File: src/rtl/imem_boot_loader.sv
// imem_boot_loader
//
// Loads a program image into instruction memory from a byte stream. The
// processor is held in reset while loading and is released only after the
// final word has been written.
//
// Stream layout: word count N (2 bytes, high byte first), then 4*N payload
// bytes with each word sent MSB first. When LOADER_CHECKSUM_EN is defined,
// one more byte follows: the XOR of all payload bytes (header excluded).
//
// Optional feature macro: LOADER_CHECKSUM_EN (adds the CHK state and the
// running XOR accumulator).
//
// Handshake: a byte moves when in_valid && in_ready are both high at a rising
// edge of clk. in_ready does not depend on in_valid. The producer must hold
// in_data stable while in_valid is high and in_ready is low.
//
// Ports:
//   clk, rst      - system clock; synchronous active-high reset
//   in_data       - stream byte
//   in_valid      - in_data is valid
//   in_ready      - loader accepts a byte this cycle
//   reload        - restart request, honoured only in DONE or ERR
//   imem_we       - one-cycle instruction-memory write strobe
//   imem_addr     - word address of the write
//   imem_wdata    - word to write
//   cpu_rst       - processor reset, high unless the load completed
//   busy          - header, payload or checksum phase in progress
//   done          - load completed successfully
//   err           - load aborted (oversize count or checksum mismatch)
//   state_dbg     - current FSM state encoding
module imem_boot_loader #(
    parameter int ADDR_W = 8
) (
    input  logic              clk,
    input  logic              rst,
    input  logic [7:0]        in_data,
    input  logic              in_valid,
    output logic              in_ready,
    input  logic              reload,
    output logic              imem_we,
    output logic [ADDR_W-1:0] imem_addr,
    output logic [31:0]       imem_wdata,
    output logic              cpu_rst,
    output logic              busy,
    output logic              done,
    output logic              err,
    output logic [2:0]        state_dbg
);

    typedef enum logic [2:0] {
        S_HDR_HI = 3'd0,
        S_HDR_LO = 3'd1,
        S_LOAD   = 3'd2,
`ifdef LOADER_CHECKSUM_EN
        S_CHK    = 3'd3,
`endif
        S_DONE   = 3'd4,
        S_ERR    = 3'd5
    } state_t;

    // State entered once the payload is complete (also for N = 0).
`ifdef LOADER_CHECKSUM_EN
    localparam state_t S_AFTER = S_CHK;
`else
    localparam state_t S_AFTER = S_DONE;
`endif

    // Capacity in words; one extra bit so 2^ADDR_W itself is representable.
    localparam logic [16:0] CAP = 17'(1) << ADDR_W;

    state_t              state, state_n;
    logic [15:0]         count, count_n;
    logic [15:0]         wcnt, wcnt_n;
    logic [1:0]          bidx, bidx_n;
    logic [23:0]         shreg, shreg_n;
    logic                fin, fin_n;
`ifdef LOADER_CHECKSUM_EN
    logic [7:0]          csum, csum_n;
`endif

    logic                ready_n, we_n, cpu_rst_n, busy_n, done_n, err_n;
    logic [ADDR_W-1:0]   addr_n;
    logic [31:0]         wdata_n;

    logic                xfer;
    logic [15:0]         hdr_n;
    logic [31:0]         word;

    assign xfer      = in_valid && in_ready;
    assign hdr_n     = {count[15:8], in_data};
    assign word      = {shreg, in_data};
    assign state_dbg = state;

    always_comb begin
        state_n = state;
        count_n = count;
        wcnt_n  = wcnt;
        bidx_n  = bidx;
        shreg_n = shreg;
        fin_n   = fin;
`ifdef LOADER_CHECKSUM_EN
        csum_n  = csum;
`endif
        we_n    = 1'b0;
        addr_n  = imem_addr;
        wdata_n = imem_wdata;

        case (state)
            S_HDR_HI: begin
                if (xfer) begin
                    count_n = {in_data, count[7:0]};
                    state_n = S_HDR_LO;
                end
            end
            S_HDR_LO: begin
                if (xfer) begin
                    count_n = hdr_n;
                    wcnt_n  = 16'd0;
                    bidx_n  = 2'd0;
                    fin_n   = 1'b0;
                    if (hdr_n == 16'd0) begin
                        state_n = S_AFTER;
                    end else if ({1'b0, hdr_n} > CAP) begin
                        state_n = S_ERR;
                    end else begin
                        state_n = S_LOAD;
                    end
                end
            end
            S_LOAD: begin
                // fin marks the cycle in which the last word is being written;
                // leaving LOAD one cycle later keeps the release strictly after
                // the final write strobe.
                if (fin) begin
                    fin_n   = 1'b0;
                    state_n = S_AFTER;
                end else if (xfer) begin
                    shreg_n = word[23:0];
                    bidx_n  = bidx + 2'd1;
`ifdef LOADER_CHECKSUM_EN
                    csum_n  = csum ^ in_data;
`endif
                    if (bidx == 2'd3) begin
                        we_n    = 1'b1;
                        addr_n  = wcnt[ADDR_W-1:0];
                        wdata_n = word;
                        wcnt_n  = wcnt + 16'd1;
                        if (wcnt == count - 16'd1) begin
                            fin_n = 1'b1;
                        end
                    end
                end
            end
`ifdef LOADER_CHECKSUM_EN
            S_CHK: begin
                if (xfer) begin
                    state_n = (in_data == csum) ? S_DONE : S_ERR;
                end
            end
`endif
            S_DONE, S_ERR: begin
                if (reload) begin
                    state_n = S_HDR_HI;
                    count_n = 16'd0;
                    wcnt_n  = 16'd0;
                    bidx_n  = 2'd0;
                    shreg_n = 24'd0;
                    fin_n   = 1'b0;
`ifdef LOADER_CHECKSUM_EN
                    csum_n  = 8'd0;
`endif
                end
            end
            default: begin
                state_n = S_HDR_HI;
            end
        endcase

        // Outputs are registered from the next state so they line up with it.
        ready_n = (state_n == S_HDR_HI) || (state_n == S_HDR_LO) ||
                  ((state_n == S_LOAD) && !fin_n);
`ifdef LOADER_CHECKSUM_EN
        if (state_n == S_CHK) begin
            ready_n = 1'b1;
        end
`endif
        busy_n    = (state_n != S_DONE) && (state_n != S_ERR);
        done_n    = (state_n == S_DONE);
        err_n     = (state_n == S_ERR);
        cpu_rst_n = (state_n != S_DONE);
    end

    always_ff @(posedge clk) begin
        if (rst) begin
            state      <= S_HDR_HI;
            count      <= 16'd0;
            wcnt       <= 16'd0;
            bidx       <= 2'd0;
            shreg      <= 24'd0;
            fin        <= 1'b0;
`ifdef LOADER_CHECKSUM_EN
            csum       <= 8'd0;
`endif
            in_ready   <= 1'b0;
            imem_we    <= 1'b0;
            imem_addr  <= '0;
            imem_wdata <= 32'd0;
            cpu_rst    <= 1'b1;
            busy       <= 1'b0;
            done       <= 1'b0;
            err        <= 1'b0;
        end else begin
            state      <= state_n;
            count      <= count_n;
            wcnt       <= wcnt_n;
            bidx       <= bidx_n;
            shreg      <= shreg_n;
            fin        <= fin_n;
`ifdef LOADER_CHECKSUM_EN
            csum       <= csum_n;
`endif
            in_ready   <= ready_n;
            imem_we    <= we_n;
            imem_addr  <= addr_n;
            imem_wdata <= wdata_n;
            cpu_rst    <= cpu_rst_n;
            busy       <= busy_n;
            done       <= done_n;
            err        <= err_n;
        end
    end

endmodule

File: config.mk
export PLATFORM = sky130hd
export DESIGN_NAME = imem_boot_loader
export DESIGN_NICKNAME = d
export VERILOG_FILES = /design/src/rtl/imem_boot_loader.sv
export SDC_FILE = /design/constraint.sdc
export NUM_CORES = 1
export LEC_CHECK = 0
export ABC_AREA = 0
export CORE_ASPECT_RATIO = 0.8
export CORE_UTILIZATION = 55
export CTS_CLUSTER_DIAMETER = 40
export DETAILED_ROUTE_END_ITERATION = 10
export GPL_TIMING_DRIVEN = 0
export PLACE_DENSITY = 0.8
export SLEW_MARGIN = 20
export SYNTH_ARGS = -nofsm -noshare
export SYNTH_HDL_FRONTEND = slang
export SYNTH_SLANG_ARGS = --single-unit
File: constraint.sdc
create_clock -name clk -period 5.6 [get_ports clk]
set_input_delay 1.12 -clock clk [delete_from_list [all_inputs] [get_ports clk]]
set_output_delay 1.12 -clock clk [all_outputs]
set_load 0.005 [all_outputs]
After elaboration in Yosys (flattened, before gate mapping)
Index checks and enable logic that the tools add are counted.
{"block": "word_totals", "regBits": 108, "in_bits": 12, "out_inout_bits": 49, "word_cells": 96}
{"block": "classes", "addsub": 3, "order_cmp": 1, "eq_ne": 18, "n_mux": 33, "bitwise": 5, "reduce_logical": 21}
{"op": "two-way mux 16 bit", "count": 6}
{"op": "one-hot mux 16 bit (3 select lines)", "count": 2}
{"op": "two-way mux 24 bit", "count": 3}
{"op": "one-hot mux 24 bit (2 select lines)", "count": 1}
{"op": "two-way mux 3 bit", "count": 6}
{"op": "adder 16 x 1 -> 16 bit (second input constant)", "count": 1}
{"op": "== test 16 bit", "count": 1}
{"op": "greater-than comparator 16 x 9 -> 1 bit (second input constant)", "count": 1}
{"op": "zero test 16 bit", "count": 1}
{"op": "AND reduction 4 bit", "count": 4}
{"op": "subtractor 16 x 1 -> 16 bit (second input constant)", "count": 1}
{"op": "== test 3 bit (second input constant)", "count": 4}
{"op": "!= test 2 bit (second input constant)", "count": 6}
{"op": "one-hot mux 3 bit (4 select lines)", "count": 1}
{"op": "two-way mux 2 bit", "count": 4}
{"op": "two-way mux 8 bit", "count": 1}
{"op": "two-way mux 1 bit", "count": 7}
{"op": "== test 3 x 1 -> 1 bit (second input constant)", "count": 2}
{"op": "== test 3 x 2 -> 1 bit (second input constant)", "count": 2}
{"op": "zero test 3 bit", "count": 2}
{"op": "!= test 3 bit (second input constant)", "count": 2}
{"op": "one-hot mux 2 bit (3 select lines)", "count": 1}
{"op": "AND reduction 6 bit", "count": 1}
{"op": "nonzero test 2 bit", "count": 3}
{"op": "11 further kinds", "count": 18}

Depth between registers and ports, before layout
{"block": "depth", "depth_word": 10, "mapped_depth": 8, "mapped_depth_nobuf": 8}

Least setup slack after synthesis
OpenSTA, ideal clock, no wires.
{"block": "synth_path", "path_kind": "input to register", "start": "input in_valid", "end": "register shreg[10]", "setup_ps": 70, "t_arrival_ps": 2437, "required_ps": 5530, "setup_slack_ps": 3092, "cell_stages": 7, "path_buffers": 2, "path_cell_list": "nand3b_1 > nor3_1 > or2_2 > clkbuf_1 > clkbuf_1 > nand3_1 > a21oi_1"}
{"block": "synth_between", "elab_chain_cells": 3}
{"element": "start: declaration", "line": "38", "source": "input logic in_valid,"}
{"element": "logical AND 1 bit", "line": "90", "source": "assign xfer = in_valid && in_ready;"}
{"element": "!= test 2 bit (no source line)"}
{"element": "AND reduction 4 bit (no source line)"}
{"element": "end signal: assignment", "line": "218", "source": "shreg <= shreg_n;"}
{"element": "end: declaration", "line": "76", "source": "logic [23:0] shreg, shreg_n;"}
No other way between the ends.
A chain may end at the register's enable or synchronous reset.

Worst setup path in the final report
{"block": "layout_path", "start": "input in_valid", "end": "register wcnt[5]"}
{"block": "layout_between", "elab_chain_cells": 3}
{"element": "logical AND 1 bit *", "line": "90"}
{"element": "!= test 2 bit (no source line)"}
{"element": "AND reduction 6 bit (no source line) *"}
{"element": "end signal: assignment", "line": "216", "source": "wcnt <= wcnt_n;"}
{"element": "end: declaration", "line": "74", "source": "logic [15:0] wcnt, wcnt_n;"}
Every way passes the cells marked *; elsewhere a longest branch is shown, timed or not.

==> results.toml <==
[status]
status = "finished, final reports clean"

[worst_setup_path]
cp_slowest_cell = "clkdlybuf4s50_1"
crit_buf_inv = 2
path_cells = "clkdlybuf4s50_1, nand4b_1, a21oi_1, clkbuf_1, o21ai_0, nor3_1, xnor2_1, nor2_1"
setup.worst_path.start_class = "input pin"
crit_fanout = 10
end_kind = "register"
crit_type = "input pin to register"
crit_family = "buffers and inverters"
crit_arrival_ns = 3.42
critPathMaxStageDelay_ns = 0.51
critical_path_required_ns = 5.84

[logic_synthesis]
async_reset_ff_share_pct = 0
syn-num-nets = 606
synth_seq_area_share_pct = 46.7
synth_warnings = 0
synth-main-ff-cell = "dfxtp_1"
synth_area_sq_um = 4630
ys_ff_latch = 108
synth.distinct_cells = 45
synth_edf_count = 0
syn_avg_cell_area_sq_um = 7.84
synth_cells = 591

[global_route]
grt_pass1_vias = 4048
grt_use_met1_pct = 37.4
antenna_found_initial = 0
grtUsageTotal_pct = 27.2
grt_first_pass_wirelength_mm = 19.3
grt-busiest-layer = "met2"
grt_max_degree = 19
grt_overflow = 0
grt_use_met3_pct = 5.54
met2_usage_pct = 43.5

[pwr]
p_comb_share_pct = 7.6
swShare_pct = 25.8
powerDensity_nw_per_um2 = 238
power.share.clock_pct = 33.2
p_int_uw = 980
vdd_drop_max_v = 0.000162
p_leak_nw = 1.85
switchingPower_uw = 340
pwr-share-seq_pct = 59.2

[route]
firstDrtPassIters = 4
drt_iter0_markers = 248
wl_per_cell_um = 15.1
ant_nets = 0
via_per_inst = 5.68
post-route-drc-count = 0
wl_mm = 11.7
num_vias = 4402

[sta]
worst_clock_skew_ns = 0.0102
slew_headroom_pct = 36.1
tightest_slew_ns = 0.945
setup_tns_ns = 0
hold_ws_ns = 0.459
clock.fmax_ghz = 0.315
rsz0062_at_grt = "false"
finalCritPeriodShare_pct = 56.6
finalWorstSetupSlack_ns = 2.43
period_minus_slack_ns = 3.17
finalHoldViolations = 0
slew_viol_final = 0
final-setup-viol-count = 0

[cells_and_area]
seqCellArea_sq_um = 2160
final.fill_count = 669
multi_input_area_sq_um = 2280
final_area_sq_um = 5550
drive_gt1_share_pct = 3.90
area_growth_pct = 19.7
num-nets-final = 677
diodes = 0

[clock_network]
cts.sinks = 108
clkTransAtPathRegs_ns = 0.10
cts_buffers = 9
clock-root-buffer = "clkbuf_8"
h-tree-depth = 3
cts_resized = 0
cts_hold_buf = 0
cts_tree = "done"
clk_latency_ns = 0.37
clk_path_buf_depth = 2
postCtsSetupBuffers = 0

[floorplan]
die_y_um = 84.1
initial_core_util_pct = 57.5
ioPinCount = 61
coreArea_sq_um = 8060
die_x_um = 105
fp-row-count = 29
fp.dieArea_sq_um = 8800

[place]
placed_area_sq_um = 5370
gp_congestion = 0.894
port_buffers = 60
dp_hpwl_mm = 8.52
place_ws_ns = 2.08

[worst_hold_path]
hold_path.class = "register to register"

[run]
drv_cap = 0
==> routing by layer <==
layer | vias up | routed length (um) | part of all wire [%]
met5 | - | 0 | 0
met4 | 0 | 183 | 1.6
met3 | 21 | 971 | 8.3
met2 | 200 | 5160 | 44
met1 | 2027 | 5390 | 46
li1 | 2154 | - | -
==> cell usage after synthesis (10+ instances only) <==
library cell	instances	share of area, %
xor2_1	16	3.0
a21oi_1	79	8.5
nor2_1	51	4.1
nor3_1	10	1.1
a31oi_1	19	2.6
nand2_1	120	9.7
clkbuf_1	38	3.1
nand3_1	34	3.7
dfxtp_1	108	47
o21ai_0	11	1.2
nor2b_1	11	1.5
xnor2_1	11	2.1
or3_1	12	1.6
==> worst paths after layout <==
kind	depth (start not counted)	slack, ns	to	start
setup / recovery	8	2.43	wcnt[5]	in_valid
hold / removal	2	0.46	imem_wdata[24]	shreg[16]
setup reg to reg	8	2.85	in_ready	count[0]
hold reg to reg	2	0.46	imem_wdata[24]	shreg[16]
==> tightest hold or removal path, stage by stage (launching register included) <==
cell	delay [ns]
dfxtp_1	0.32
nand2_1	0.05
a21oi_1	0.05
==> kinds of logic after synthesis <==
family	after synthesis	share of synthesized area, %
compound gates	126	15.3
buf+inv	49	4.13
fa+ha+maj	3	0.810
simple gates	277	27.8
xor+xnor	27	5.10
flops	108	46.7
mux	1	0.216
==> through the flow <==
step	instances	util, %	total power [mW]
finish	775	68.9	1.32
global route	775	68.9	1.36
CTS	775	68.9	1.32
detailed placement	759	66.7	0.897
global placement	759	66.7	0.895
floorplan	591	-	0.861
==> state kept, by name (all words and copies together), names as in the netlist <==
signal	flops
bidx	2
busy	1
count	16
cpu_rst	1
done	1
err	1
fin	1
imem_addr	8
imem_wdata	32
imem_we	1
in_ready	1
shreg	24
state_dbg	3
wcnt	16
==> cell usage in the layout (no fill, tap or decap), types with 2 or more instances in the layout <==
cell,netlist,routed
or4_4,2,2
clkdlybuf4s50_1,0,60
nor3_1,10,10
or3_1,12,12
nor4_1,6,6
o211ai_1,3,3
nor2b_1,11,11
inv_1,9,9
nand3b_1,4,4
clkbuf_8,0,9
nand3_1,34,34
xor2_1,16,16
nand2_1,120,120
nand2b_1,4,4
nand4_1,4,4
xnor2_1,11,11
and2_1,3,3
nor2_1,51,51
clkinvlp_4,0,2
clkbuf_1,38,39
or2_2,5,5
o21ai_0,11,11
nor3b_1,3,3
ha_1,3,3
o2111ai_1,2,2
a31oi_1,19,19
dfxtp_1,108,108
and4_1,3,3
a21oi_1,79,79
a211o_1,2,2
==> power by group through the flow <==
stage	sequential (mW)	combinational, mW	clock [mW]
after detailed placement	0.799	0.0982	0
after global placement	0.798	0.0961	0
after global routing	0.783	0.109	0.473
after floorplan	0.797	0.0640	0
final	0.781	0.101	0.438
after CTS	0.781	0.0989	0.442
==> layout make-up <==
cell class              count  area share (%)
clock buffers              10            2.30
multi-input cells         434            41.1
plain buffers              40            2.84
clock inverters             6           0.880
well taps                 108            2.44
repair buffers             60            10.8
inverters                   9           0.609
flip-flops and latches    108            39.0
(Power assumes the default switching activity.)
